File: src/rtl/delay_measure.sv
// delay_measure: measures the number of clock cycles between successive Tick events
module delay_measure #(
  parameter int NumberOfBits = 4
) (
  input  logic                    Clock,
  input  logic                    Reset,
  input  logic                    Enable,
  input  logic                    Tick,
  output logic [NumberOfBits-1:0] Period,
  output logic                    Valid,
  output logic                    Overflow,
  output logic                    Measuring
);
  localparam logic [1:0] IDLE    = 2'd0;
  localparam logic [1:0] ARM     = 2'd1;
  localparam logic [1:0] MEASURE = 2'd2;
  localparam logic [NumberOfBits:0] ZERO = '0;
  localparam logic [NumberOfBits:0] ONE  = {{NumberOfBits{1'b0}}, 1'b1};
  localparam logic [NumberOfBits:0] FULL = {1'b1, {NumberOfBits{1'b0}}};
  logic [1:0]              state;
  logic [NumberOfBits:0]   cnt;
  assign Measuring = state == MEASURE;
  // Interval state machine; Enable=0 clears everything except Period and wins over Tick/overflow
  always_ff @(posedge Clock or posedge Reset)
    if (Reset) begin
      state    <= IDLE;
      cnt      <= ZERO;
      Period   <= '0;
      Valid    <= 1'b0;
      Overflow <= 1'b0;
    end else if (!Enable) begin
      state    <= IDLE;
      cnt      <= ZERO;
      Valid    <= 1'b0;
      Overflow <= 1'b0;
    end else begin
      Valid <= 1'b0;
      case (state)
        IDLE: begin
          state <= ARM;
          cnt   <= ZERO;
        end
        ARM: begin
          state <= Tick ? MEASURE : ARM;
          cnt   <= Tick ? ONE : ZERO;
        end
        MEASURE:
          if (Tick) begin
            Period <= cnt[NumberOfBits-1:0];
            Valid  <= 1'b1;
            cnt    <= ONE;
          end else if (cnt == FULL) begin
            Overflow <= 1'b1;
            cnt      <= ZERO;
            state    <= ARM;
          end else
            cnt <= cnt + ONE;
        default: begin
          state <= IDLE;
          cnt   <= ZERO;
        end
      endcase
    end
endmodule

File: config.mk
export PLATFORM = sky130hd
export DESIGN_NAME = delay_measure
export DESIGN_NICKNAME = d
export VERILOG_FILES = /design/src/rtl/delay_measure.sv
export SDC_FILE = /design/constraint.sdc
export NUM_CORES = 1
export LEC_CHECK = 0
export ABC_AREA = 0
export CORE_MARGIN = 1.5
export CORE_UTILIZATION = 40
export DETAILED_ROUTE_END_ITERATION = 12
export GPL_TIMING_DRIVEN = 0
export PLACE_DENSITY = 0.71
export SLEW_MARGIN = 20
export SYNTH_ARGS = -nofsm -noshare
export SYNTH_HDL_FRONTEND = slang
export SYNTH_SLANG_ARGS = --single-unit
File: constraint.sdc
create_clock -name Clock -period 1.45 [get_ports Clock]
set_input_delay 0.2175 -clock Clock [delete_from_list [all_inputs] [get_ports Clock]]
set_output_delay 0.2175 -clock Clock [all_outputs]
set_load 0.01 [all_outputs]
==> flow_summary.toml <==
[synthesis]
syn_avg_cell_area_um2 = 11.1
ys_top_cells_by_area = "dfrtp_1, ha_1, nand4bb_4, nand3_1, inv_1"
yosysWarningCount = 0
synth_edf_count = 0
syn_nets = 72
yosysSeqAreaShare_pct = 47.3
yosysTopAreaCellShare_pct = 47.3
postSynth.asyncResetShare_pct = 100
synthCells = 62
synth.ff_latch_count = 13
synth_ff_type = "dfrtp_1"
synth_common_cells = "dfrtp_1, ha_1, inv_1"
ys_types = 26
yosysTopAreaCell = "dfrtp_1"
netlist_area_um2 = 688
yosysMostFrequentCell = "dfrtp_1"

[timing]
rsz0062_at_grt = "no"
timing.hold.ws_ps = 248
setup_viol = 0
hold_viol = 0
fin_ws_ps = 59.2
max_slew.worst_pin.slew_ps = 494
slew_viol_final = 0
finalCritPeriodShare_pct = 95.9
maxSlewHeadroom_pct = 67.0
period_needed_ps = 1390
clock.fmax_mhz = 719
clock_skew_ps = 9.85

[setup_path]
cp-end-kind = "output pin"
critPathBufInv = 1
max_stage_delay_ps = 530
crit_fanout = 2
regToRegSetupSlack_ps = 100
cp-endpoint = "Overflow"
worstPathCellList = "clkdlybuf4s50_1"
arrival_ps = 1170
r2r_start = "state[0]"
critPathSlowestCell = "clkdlybuf4s50_1"
r2r_cells = 6
crit_type = "register to output pin"
setup.worst_path.start = "Overflow"
start_kind = "register"
r2r_end = "state[0]"
cp.required_ps = 1230
cpLargestDelayFamily = "buffers and inverters"
crit_cells = 1

[clock_network]
cts_tree = "yes"
clk_pin_slew_ps = 90
cts.sinks = 13
htreeDepth = 1
ctsRootBufferMaster = "clkbuf_4"
max-clock-path-buffers = 2
cts_buffers = 3
clk_latency_ps = 290

[placed_design]
place_congestion = 0.799
dp_hpwl_um = 851
portBuffers = 10
place_inst = 88
place_ws_ps = -99.7

[pwr]
intPower_mw = 0.545
p_comb_share_pct = 17.8
power_density_mw_per_mm2 = 885
vdd_ir_drop_max_mv = 0.418
netSwitchingPower_mw = 0.207
finalPower_mw = 0.752
pwr-share-clk_pct = 31.0
p_leak_nw = 0.390
switching_share_pct = 27.6
seq_power_share_pct = 51.1

[routing]
first_iter_violations = 14
num_vias = 488
drcViolationCount = 0
wirelength_um = 1180
detail_route.wl_per_cell_um = 12.6
firstDrtPassIters = 4
drt.antenna.violating_nets = 0
routed_via_density = 5.25

[final_layout]
multi_input_area_um2 = 348
drive_above_1_share_pct = 14.3
fin_cells = 93
seqCellArea_um2 = 325
fin_util_pct = 54.5
nFillCells = 137
syn2layout_area_growth_pct = 23.5
nets = 88
num_antenna_cells = 0

[die]
core_mm2 = 0.00156
fp.dieH_um = 44.5
die_w_um = 44.5
dieArea_mm2 = 0.00198
io-pin-count = 11
initial_core_util_pct = 44.1
rows = 14

[grt]
grt_max_degree = 14
antenna_found_initial = 0
grt_pass1_wl_um = 2000
track_usage_pct = 14.5
grt_overflow = 0
grt_pass1_vias = 457

[outcome]
status = "completed"

[hold_path]
hp-class = "input port to async pin"

[run]
maxCapViolCount = 0
[stage by stage]
stage,setup TNS [ps],instance area [um2]
after floorplan,0,688
after global placement,-146,808
after detailed placement,-237,808
after CTS,0,855
after global routing,0,850
final,0,850
[worst min-delay path by stage]
stage	from	endpoint	slack [ps]	cells after the start
final	Reset	state[0]	250	2
after global routing	Reset	Valid	330	2
after CTS	Reset	state[0]	270	2
after detailed placement	Period[1]	Period[1]	470	2
after global placement	Period[1]	Period[1]	460	2
after floorplan	Reset	Overflow	90	1
[power groups by stage]
stage | clock network [mW] | logic [mW] | registers [mW]
floorplan | 0 | 0.0801 | 0.391
global placement | 0 | 0.114 | 0.392
detailed placement | 0 | 0.119 | 0.394
CTS | 0.239 | 0.136 | 0.383
global route | 0.256 | 0.147 | 0.387
finish | 0.233 | 0.134 | 0.385
[placed cells by master, fill, tap and decap left out, types with 2 or more instances in the layout]
cell type        synthesis  final
dfrtp_1                 13     13
clkdlybuf4s50_1          0      9
inv_1                    6      5
nand3_1                  5      5
ha_1                     6      5
nand2_1                  4      4
o21ai_0                  3      3
nor2_1                   3      3
clkbuf_4                 0      3
mux2_1                   2      2
nor3b_1                  2      2
xor2_1                   2      2
[per-layer routing]
layer  part of all wire (%)  global-route usage (%)
met3                    3.7                    3.67
met1                     48                    18.8
met4                    2.9                    10.9
met2                     45                    20.6
met5                      0                       0
[registers in the layout (all words and copies together), names as in the netlist]
register	flops
Period	4
state	2
Valid	1
Overflow	1
cnt	5
[repair_timing]
item | 4_1_cts | 5_1_grt
resized for setup | 4 | 2
hold endpoints to repair | 0 | 0
buffers inserted | 1 | 0
hold buffers | 0 | 0
endpoints found under the setup margin | 2 | 1
[cell families (layout without fill, tap and decap cells)]
logic type / Yosys count / after routing / share of synthesized area [%]
and+or+nand+nor: 21 / 21 / 21.1
buffers and inverters: 7 / 22 / 4.00
AOI/OAI and AO/OA: 10 / 10 / 9.64
muxes: 2 / 2 / 3.27
adders and majority gates: 6 / 6 / 10.9
xor gates and xnor gates: 3 / 3 / 3.82
DFF: 13 / 13 / 47.3
[cell type report]
class / count / share of cell area, %
sequential: 13 / 38.3
timing repair buffer: 11 / 12.1
tap: 16 / 2.36
multi-input combinational: 42 / 40.9
buffer: 1 / 0.589
clock buffer: 4 / 3.09
inverter: 6 / 2.65
Power figures use the tool's default switching activity.
